## src/rtl/ram_dq_word_bridge_pkg.sv

```systemverilog
// Shared definitions for the 32-bit word to 16-bit halfword RAM bridge:
// FSM state encoding and default geometry.
package ram_dq_pkg;

    localparam int RAM_AW_DEF = 14;
    localparam int RAM_DW_DEF = 16;
    localparam int BE_W       = (2 * RAM_DW_DEF) / 8;

    typedef enum logic [2:0] {
        ST_IDLE = 3'd0,
        ST_LO   = 3'd1,
        ST_HI   = 3'd2,
        ST_RDL  = 3'd3,
        ST_RSP  = 3'd4
    } state_e;

endpackage

```

## src/rtl/ram_dq_word_bridge_if.sv

```systemverilog
// Word-side request/response channel of the RAM bridge. The master issues
// requests and consumes responses; the slave is the bridge itself.
interface ram_dq_word_bridge_if
    import ram_dq_pkg::*;
#(
    parameter int RAM_AW = RAM_AW_DEF,
    parameter int RAM_DW = RAM_DW_DEF
) ();

    logic                  req_valid;
    logic                  req_ready;
    logic                  req_we;
    logic [RAM_AW-2:0]     req_addr;
    logic [BE_W-1:0]       req_be;
    logic [2*RAM_DW-1:0]   req_data;
    logic                  rsp_valid;
    logic                  rsp_ready;
    logic [2*RAM_DW-1:0]   rsp_data;

    modport master (
        output req_valid, req_we, req_addr, req_be, req_data, rsp_ready,
        input  req_ready, rsp_valid, rsp_data
    );

    modport slave (
        input  req_valid, req_we, req_addr, req_be, req_data, rsp_ready,
        output req_ready, rsp_valid, rsp_data
    );

endinterface

```

## src/rtl/ram_dq_word_bridge.sv

```systemverilog
// Splits each 32-bit word request into a low then a high 16-bit RAM cycle and
// reassembles read data across the RAM's one-cycle registered read.
module ram_dq_word_bridge
    import ram_dq_pkg::*;
#(
    parameter int RAM_AW = RAM_AW_DEF,
    parameter int RAM_DW = RAM_DW_DEF
) (
    input  logic                  clk_i,
    input  logic                  srst_i,
    ram_dq_word_bridge_if.slave   bus,
    output logic                  ram_clock_en_o,
    output logic                  ram_we_o,
    output logic [BE_W/2-1:0]     ram_byte_en_o,
    output logic [RAM_AW-1:0]     ram_address_o,
    output logic [RAM_DW-1:0]     ram_data_o,
    input  logic [RAM_DW-1:0]     ram_q_i
);

    localparam int HBE = BE_W / 2;

    state_e                state_q, state_d;
    logic                  ready_q, ready_d;
    logic                  we_q, we_d;
    logic [RAM_AW-2:0]     addr_q, addr_d;
    logic [HBE-1:0]        be_hi_q, be_hi_d;
    logic [RAM_DW-1:0]     data_hi_q, data_hi_d;
    logic [RAM_DW-1:0]     lo_q, lo_d;
    logic                  rsp_valid_q, rsp_valid_d;
    logic [2*RAM_DW-1:0]   rsp_data_q, rsp_data_d;
    logic                  ram_ce_q, ram_ce_d;
    logic                  ram_we_q, ram_we_d;
    logic [HBE-1:0]        ram_be_q, ram_be_d;
    logic [RAM_AW-1:0]     ram_addr_q, ram_addr_d;
    logic [RAM_DW-1:0]     ram_data_q, ram_data_d;

    // RAM controls are registered, so each state's RAM cycle is set up on the
    // edge that enters it: the low half is driven straight from the request.
    always_comb begin
        state_d     = state_q;
        we_d        = we_q;
        addr_d      = addr_q;
        be_hi_d     = be_hi_q;
        data_hi_d   = data_hi_q;
        lo_d        = lo_q;
        rsp_valid_d = rsp_valid_q;
        rsp_data_d  = rsp_data_q;
        ram_ce_d    = 1'b0;
        ram_we_d    = 1'b0;
        ram_be_d    = ram_be_q;
        ram_addr_d  = ram_addr_q;
        ram_data_d  = ram_data_q;

        unique case (state_q)
            ST_IDLE: begin
                if (bus.req_valid && ready_q) begin
                    we_d       = bus.req_we;
                    addr_d     = bus.req_addr;
                    be_hi_d    = bus.req_be[BE_W-1:HBE];
                    data_hi_d  = bus.req_data[2*RAM_DW-1:RAM_DW];
                    ram_ce_d   = 1'b1;
                    ram_we_d   = bus.req_we;
                    ram_be_d   = bus.req_we ? bus.req_be[HBE-1:0] : '1;
                    ram_addr_d = {bus.req_addr, 1'b0};
                    ram_data_d = bus.req_data[RAM_DW-1:0];
                    state_d    = ST_LO;
                end
            end
            ST_LO: begin
                ram_ce_d   = 1'b1;
                ram_we_d   = we_q;
                ram_be_d   = we_q ? be_hi_q : '1;
                ram_addr_d = {addr_q, 1'b1};
                ram_data_d = data_hi_q;
                state_d    = ST_HI;
            end
            ST_HI: begin
                if (we_q) begin
                    state_d = ST_IDLE;
                end else begin
                    lo_d    = ram_q_i;
                    state_d = ST_RDL;
                end
            end
            ST_RDL: begin
                rsp_data_d  = {ram_q_i, lo_q};
                rsp_valid_d = 1'b1;
                state_d     = ST_RSP;
            end
            ST_RSP: begin
                if (bus.rsp_ready) begin
                    rsp_valid_d = 1'b0;
                    state_d     = ST_IDLE;
                end
            end
            default: state_d = ST_IDLE;
        endcase

        ready_d = (state_d == ST_IDLE);
    end

    always_ff @(posedge clk_i) begin
        if (srst_i) begin
            state_q     <= ST_IDLE;
            ready_q     <= 1'b0;
            we_q        <= 1'b0;
            addr_q      <= '0;
            be_hi_q     <= '0;
            data_hi_q   <= '0;
            lo_q        <= '0;
            rsp_valid_q <= 1'b0;
            rsp_data_q  <= '0;
            ram_ce_q    <= 1'b0;
            ram_we_q    <= 1'b0;
            ram_be_q    <= '0;
            ram_addr_q  <= '0;
            ram_data_q  <= '0;
        end else begin
            state_q     <= state_d;
            ready_q     <= ready_d;
            we_q        <= we_d;
            addr_q      <= addr_d;
            be_hi_q     <= be_hi_d;
            data_hi_q   <= data_hi_d;
            lo_q        <= lo_d;
            rsp_valid_q <= rsp_valid_d;
            rsp_data_q  <= rsp_data_d;
            ram_ce_q    <= ram_ce_d;
            ram_we_q    <= ram_we_d;
            ram_be_q    <= ram_be_d;
            ram_addr_q  <= ram_addr_d;
            ram_data_q  <= ram_data_d;
        end
    end

    assign bus.req_ready  = ready_q;
    assign bus.rsp_valid  = rsp_valid_q;
    assign bus.rsp_data   = rsp_data_q;
    assign ram_clock_en_o = ram_ce_q;
    assign ram_we_o       = ram_we_q;
    assign ram_byte_en_o  = ram_be_q;
    assign ram_address_o  = ram_addr_q;
    assign ram_data_o     = ram_data_q;

endmodule

```

## src/flat_wrapper.sv

```systemverilog
// flat-port wrapper written by rule: the top's interface ports become plain ports
module ram_dq_word_bridge_flat import ram_dq_pkg::*;
#(
    parameter int RAM_AW = RAM_AW_DEF,
    parameter int RAM_DW = RAM_DW_DEF
)
  (clk_i, srst_i, ram_clock_en_o, ram_we_o, ram_byte_en_o, ram_address_o, ram_data_o, ram_q_i, bus_req_valid, bus_req_we, bus_req_addr, bus_req_be, bus_req_data, bus_rsp_ready, bus_req_ready, bus_rsp_valid, bus_rsp_data);
  ram_dq_word_bridge_if #(.RAM_AW(RAM_AW), .RAM_DW(RAM_DW)) bus_i ();
  input  logic clk_i;
  input  logic srst_i;
  output logic ram_clock_en_o;
  output logic ram_we_o;
  output logic [BE_W/2-1:0] ram_byte_en_o;
  output logic [RAM_AW-1:0] ram_address_o;
  output logic [RAM_DW-1:0] ram_data_o;
  input  logic [RAM_DW-1:0] ram_q_i;
  input wire logic [$bits(bus_i.req_valid)-1:0] bus_req_valid;
  input wire logic [$bits(bus_i.req_we)-1:0] bus_req_we;
  input wire logic [$bits(bus_i.req_addr)-1:0] bus_req_addr;
  input wire logic [$bits(bus_i.req_be)-1:0] bus_req_be;
  input wire logic [$bits(bus_i.req_data)-1:0] bus_req_data;
  input wire logic [$bits(bus_i.rsp_ready)-1:0] bus_rsp_ready;
  output wire logic [$bits(bus_i.req_ready)-1:0] bus_req_ready;
  output wire logic [$bits(bus_i.rsp_valid)-1:0] bus_rsp_valid;
  output wire logic [$bits(bus_i.rsp_data)-1:0] bus_rsp_data;
  assign bus_i.req_valid = bus_req_valid;
  assign bus_i.req_we = bus_req_we;
  assign bus_i.req_addr = bus_req_addr;
  assign bus_i.req_be = bus_req_be;
  assign bus_i.req_data = bus_req_data;
  assign bus_i.rsp_ready = bus_rsp_ready;
  assign bus_req_ready = bus_i.req_ready;
  assign bus_rsp_valid = bus_i.rsp_valid;
  assign bus_rsp_data = bus_i.rsp_data;
  ram_dq_word_bridge #(.RAM_AW(RAM_AW), .RAM_DW(RAM_DW)) u_core (.clk_i(clk_i), .srst_i(srst_i), .bus(bus_i), .ram_clock_en_o(ram_clock_en_o), .ram_we_o(ram_we_o), .ram_byte_en_o(ram_byte_en_o), .ram_address_o(ram_address_o), .ram_data_o(ram_data_o), .ram_q_i(ram_q_i));
endmodule
```

## config.mk

```make
export PLATFORM = sky130hd
export DESIGN_NAME = ram_dq_word_bridge_flat
export DESIGN_NICKNAME = d
export VERILOG_FILES = /design/src/rtl/ram_dq_word_bridge_pkg.sv /design/src/rtl/ram_dq_word_bridge_if.sv /design/src/rtl/ram_dq_word_bridge.sv /design/src/flat_wrapper.sv
export SDC_FILE = /design/constraint.sdc
export NUM_CORES = 1
export LEC_CHECK = 0
export BUFFER_PORTS_ARGS = -buffer_cell sky130_fd_sc_hd__buf_2
export CAP_MARGIN = 20
export CELL_PAD_IN_SITES_DETAIL_PLACEMENT = 0
export CELL_PAD_IN_SITES_GLOBAL_PLACEMENT = 1
export CORE_MARGIN = 5
export CORE_UTILIZATION = 37
export CTS_CLUSTER_SIZE = 28
export DETAILED_ROUTE_END_ITERATION = 10
export GPL_TIMING_DRIVEN = 0
export MAX_ROUTING_LAYER = met4
export PLACE_DENSITY_LB_ADDON = 0.1
export SLEW_MARGIN = 10
export SYNTH_ARGS = -nofsm -noshare
export SYNTH_HDL_FRONTEND = slang
export SYNTH_SLANG_ARGS = --single-unit
```

## constraint.sdc

```tcl
create_clock -name clk_i -period 2.15 [get_ports clk_i]
set_clock_uncertainty 0.2 [all_clocks]
set_input_delay 0.43 -clock clk_i [delete_from_list [all_inputs] [get_ports clk_i]]
set_output_delay 0.43 -clock clk_i [all_outputs]
set_load 0.05 [all_outputs]
```

After elaboration in Yosys (flattened, before gate mapping)
Cells that the tools add are included.
- logic and storage cells: 48
- bits of input ports: 70
- memories kept: 0
- flip-flop bits (word level): 119
- output and inout port bits: 68
- bits in latches: 0
- memory bits (writable): 0
- memory bits (read-only): 0
- add/sub/neg operators: 0
- order comparisons: 0
- shifts and indexed selects: 0
- div/mod/pow operators: 0
- $mul: 0
- bitwise operators: 1
- reductions and logical operators: 9
- equal/unequal tests: 6
- muxes and demuxes: 18
- operators by type and width (kind ; number):
    one-hot mux 16 bit (2 select lines) ; 1
    one-hot mux 14 bit (2 select lines) ; 1
    2-to-1 mux 16 bit ; 1
    one-hot mux 3 bit (5 select lines) ; 1
    2-to-1 mux 14 bit ; 1
    2-to-1 mux 2 bit ; 4
    AND reduction 2 bit ; 4
    == test 3 x 2 -> 1 bit, second input constant ; 2
    logical NOT 3 bit ; 2
    2-to-1 mux 3 bit ; 2
    one-hot mux 1 bit (2 select lines) ; 3
    one-hot mux 2 bit (2 select lines) ; 1
    nonzero test 2 bit ; 2
    == test 3 x 1 -> 1 bit, second input constant ; 1
    == test 3 bit, second input constant ; 1
    2-to-1 mux 1 bit ; 3
    inequality test 2 x 1 -> 1 bit, second input constant ; 1
    inequality test 2 bit, second input constant ; 1
    logical AND 1 bit ; 1
    NOT 1 bit ; 1

Depth between registers and ports, before layout
- word-level depth: 4
- depth in mapped cells: 6

Worst setup path before layout
No wires, ideal clock.
- kind: flip-flop to flip-flop
- from: reg u_core.ready_q (netlist: u_core.bus.req_ready)
- to: reg u_core.ram_data_q[10] (netlist: u_core.ram_data_o[10])
- library setup time: 0.119 ns
- data arrival time: 1.605 ns
- stages on the path, launching flop included: 6
- path slack: 0.226 ns
- cell sequence: dfxtp_1 -> and4bb_2 -> buf_4 -> nand2_2 -> buf_4 -> o221a_2
- word-level cells in the longest chain between the ends: 3
- RTL lines (element ; RTL line ; source):
    from (decl) ; ram_dq_word_bridge.sv:23 ; logic ready_q, ready_d;
    from (signal assigned) ; ram_dq_word_bridge.sv:120 ; ready_q <= ready_d;
    logical AND 1 bit ; ram_dq_word_bridge.sv:56 ; if (bus.req_valid && ready_q) begin
    inequality test 2 x 1 -> 1 bit (no line) ; -- ;
    AND reduction 2 bit (no line) ; -- ;
    to (signal assigned) ; ram_dq_word_bridge.sv:132 ; ram_data_q <= ram_data_d;
    to (decl) ; ram_dq_word_bridge.sv:35 ; logic [RAM_DW-1:0] ram_data_q, ram_data_d;
Every way passes these cells.
A chain may end at the register's enable or synchronous reset.

Final worst setup path
- from: reg u_core.ready_q (netlist: u_core.bus.req_ready)
- to: reg u_core.ram_addr_q[5] (netlist: u_core.ram_address_o[5])
- word-level cells in the longest chain between the ends: 3
- RTL lines (element ; RTL line ; source):
    logical AND 1 bit ; ram_dq_word_bridge.sv:56 ;
    inequality test 2 x 1 -> 1 bit (no line) ; -- ;
    AND reduction 2 bit (no line) ; -- ;
    to (signal assigned) ; ram_dq_word_bridge.sv:131 ; ram_addr_q <= ram_addr_d;
    to (decl) ; ram_dq_word_bridge.sv:34 ; logic [RAM_AW-1:0] ram_addr_q, ram_addr_d;
Every way passes these cells.

==> run metrics <==
run status=finished clean; Iter 0 DRT Violations=approximately 280; Arr. time, crit path=between 2000 and 2500 ps; postcts setup bufs=0; Worst Path Required=around 2300 ps; compound-gate portion of the synthesized area=between 20% and 30%; delay of the slowest cell on the worst path=a little under 500 ps; ANT nets after route=0; Tot GR Track Use=approximately a fifth; ys async rst share=0%; critical path's slowest cell=clkbuf_1; Slew @ Worst Pin=~570 ps; peak fanout along the critical path=10; total negative slack=0 ps; Synth cell types=38; Avg Cell Area, Syn=approximately 8.4 sq um; worst skew pair latency=just over 400 ps; Yosys reg bits=around 120; cell area after synthesis=between 4000 and 5000 sq um; first-pass GRT wire length=~22,000 um; fraction of the yosys area taken by sequential cells=around half; DR vias=4,461; hold endpoint=u_core.bus.rsp_data[31]$_SDFFE_PP0P_; Via-to-Cell Ratio=5.041; syn nets=just over 600; worst min-delay path category=in2reg; Reg clk slew, reported paths=50 ps; post-cts hold buffer count=0; pre-CTS setup slack=between 90 and 100 ps; FF-to-FF Start=u_core.bus.req_ready$_SDFF_PP0_; MaxCap Viol Count=0; residual DRC count=0; maximum vdd drop=around 0.73 mV; pwr/cell area=about 1100 nW/um^2; WL final=13,870 um; crit path cell chain=a21oi_2 -> clkbuf_1 -> nand2_1 -> a41oi_1; RSZ-0062 raised after global routing=no; Clock Path Buffers=2; Congestion Overflow GR=0; Rel. slew slack=slightly above 60%; ys flop type=dfxtp_1; DR WL/cell=15.67 um; Worst R2R Path Depth=4; Die Wd=~120 um; router iterations before antenna repair=4; Reg-to-Reg End=u_core.ram_address_o[5]$_SDFFE_PP0P_; Final Hold Viols=0; Post-Synth Adder-Cell Area=0%; Hold Crit Start=ram_q_i[15]; CTS buffer count=17; most frequent cells in the layout=buf_2, nand2_1, dfxtp_1; min cycle time layout=approximately 1900 ps; kind of critical path=reg2reg; Starting Density=a little under two fifths; commonest non-fill, non-tap cell in the layout=buf_2; Post-synth EDFFs=0; Min Hold Slack=66.85 ps; ratio of cells with drive above 1 in the final layout=between 20 and 30%; Ant. Diodes=0; Yosys Warn Count=0; layout overhead on the synthesized area=32.50%; die area=between 10,000 and 15,000 sq um; post-CTS sizing=0; Finished Cell Area=about 6100 sq um; initial antenna violation count=0; CTS tree=done; WHS Path Cells=3; # setup viols final=0; Slew Viols, Final=0; clock net sink count=~120; H-tree Lvls=4; Detailed Place HPWL=10,060 um; I/O pins=~140; largest family of logic cells by synthesized area=compound AO/OA/AOI/OAI gates; Synth Instances=between 500 and 600; port bufs=~140; Max Freq=roughly 530 MHz; clock root cell=clkbuf_16; Post-Synth Simple-Gate Area=~19%; setup ws final=around 250 ps; post-synthesis xor/xnor area fraction=0%; Final Wtd Congestion=around 0.8; cell row count=40; Post-Place Cell Area=5522 sq um; Final period util=roughly 88%; Core ar.=between 10,000 and 15,000 sq um; final core occ=50.45%; startpoint types=register; pin count of the biggest net entering global routing=17; crit path capture type=register; R2R Setup Slk=250 ps; Die Y=~120 um; NumNets Final=approximately 770; P_leak=~2.5 nW; mux share of post-synthesis cell area=0.2162%; vias in the first global route=between 4,000 and 5,000
-- power breakdown --
group,total [W],switching [W],internal (W)
clock network,0.00295,0.000965,0.00199
registers,0.00246,0.0000930,0.00237
logic,0.00110,0.000776,0.000325
-- registers in the layout, summed over array words and instances (netlist names) --
name	cells
u_core.addr_q	13
u_core.ram_data_o	16
u_core.ram_we_o	1
u_core.be_hi_q	2
u_core.lo_q	16
u_core.ram_address_o	14
u_core.state_q	3
u_core.bus.rsp_valid	1
u_core.ram_clock_en_o	1
u_core.we_q	1
u_core.ram_byte_en_o	2
u_core.bus.req_ready	1
u_core.bus.rsp_data	32
u_core.data_hi_q	16
-- cells by family after synthesis --
kind of cell	after synthesis
AOI/OAI and AO/OA	169
DFF	119
muxes	1
and+or+nand+nor	193
buffers and inverters	67
-- worst max path at each step --
stage                                     from                                    end  slack, ps  cells past startpoint
2_1_floorplan  u_core.bus.req_ready$_SDFF_PP0_     u_core.ram_data_o[10]$_SDFFE_PP0P_        230                      5
3_3_place_gp                     bus_req_valid   u_core.ram_address_o[3]$_SDFFE_PP0P_        140                      5
3_5_place_dp                     bus_req_valid   u_core.ram_address_o[8]$_SDFFE_PP0P_         90                      5
4_1_cts           u_core.state_q[2]$_SDFF_PP0_          u_core.addr_q[3]$_SDFFE_PP0P_        300                      5
5_1_grt        u_core.bus.req_ready$_SDFF_PP0_  u_core.ram_address_o[11]$_SDFFE_PP0P_        130                      4
6_report       u_core.bus.req_ready$_SDFF_PP0_   u_core.ram_address_o[5]$_SDFFE_PP0P_        250                      4
-- area by class of cell --
class | instances | area (sq um)
flip-flops and latches | 119 | 2382
inverters | 19 | 71.32
well taps | 168 | 210.2
clock inverters | 10 | 150.1
multi-input cells | 363 | 1924
clock buffers | 22 | 464.2
plain buffers | 48 | 252.7
fillers | 1252 | 6026
repair buffers | 136 | 680.7
-- metal layers --
| metal | global-route usage (%) | vias to the layer above | share of wire [%] |
|---|---|---|---|
| li1 | - | 2218 | - |
| met1 | 25.34 | 2104 | 47 |
| met2 | 29.94 | 128 | 46 |
| met3 | 5.525 | 11 | 5.9 |
| met4 | 5.462 | 0 | 1.0 |
| met5 | - | - | 0 |
-- critical path, delay by kind of cell, from the launching register on --
| kind | cells | cell delay [ps] |
|---|---|---|
| buf+inv | 1 | 490 |
| simple gates | 1 | 110 |
| compound gates | 2 | 650 |
| flops | 1 | 350 |
-- cells in the mapped netlist (2+ instances only) --
master      n  area, sq um
or3_1       2        12.51
clkbuf_1   24        90.09
or3b_1      2        17.52
dfxtp_1   119         2382
a21oi_1    99        495.5
a32o_1      2        20.02
a21oi_2     2        17.52
nor2_1      5        18.77
o221a_2    16        180.2
nand2_1   123        461.7
buf_2      13        65.06
a211oi_1    2        15.01
o21ai_0    33        165.2
buf_6       2        22.52
nand3_1    45        225.2
a41oi_1    13        113.9
nor3_1      2        10.01
buf_4       8        60.06
inv_1      18        67.56
-- through the flow --
step	total power [W]	std cells
final	0.006514	885
after global routing	0.006804	885
after CTS	0.006570	885
after detailed placement	0.003610	853
after global placement	0.003595	853
after floorplan	0.003269	549
Power figures use the tool's default switching activity.
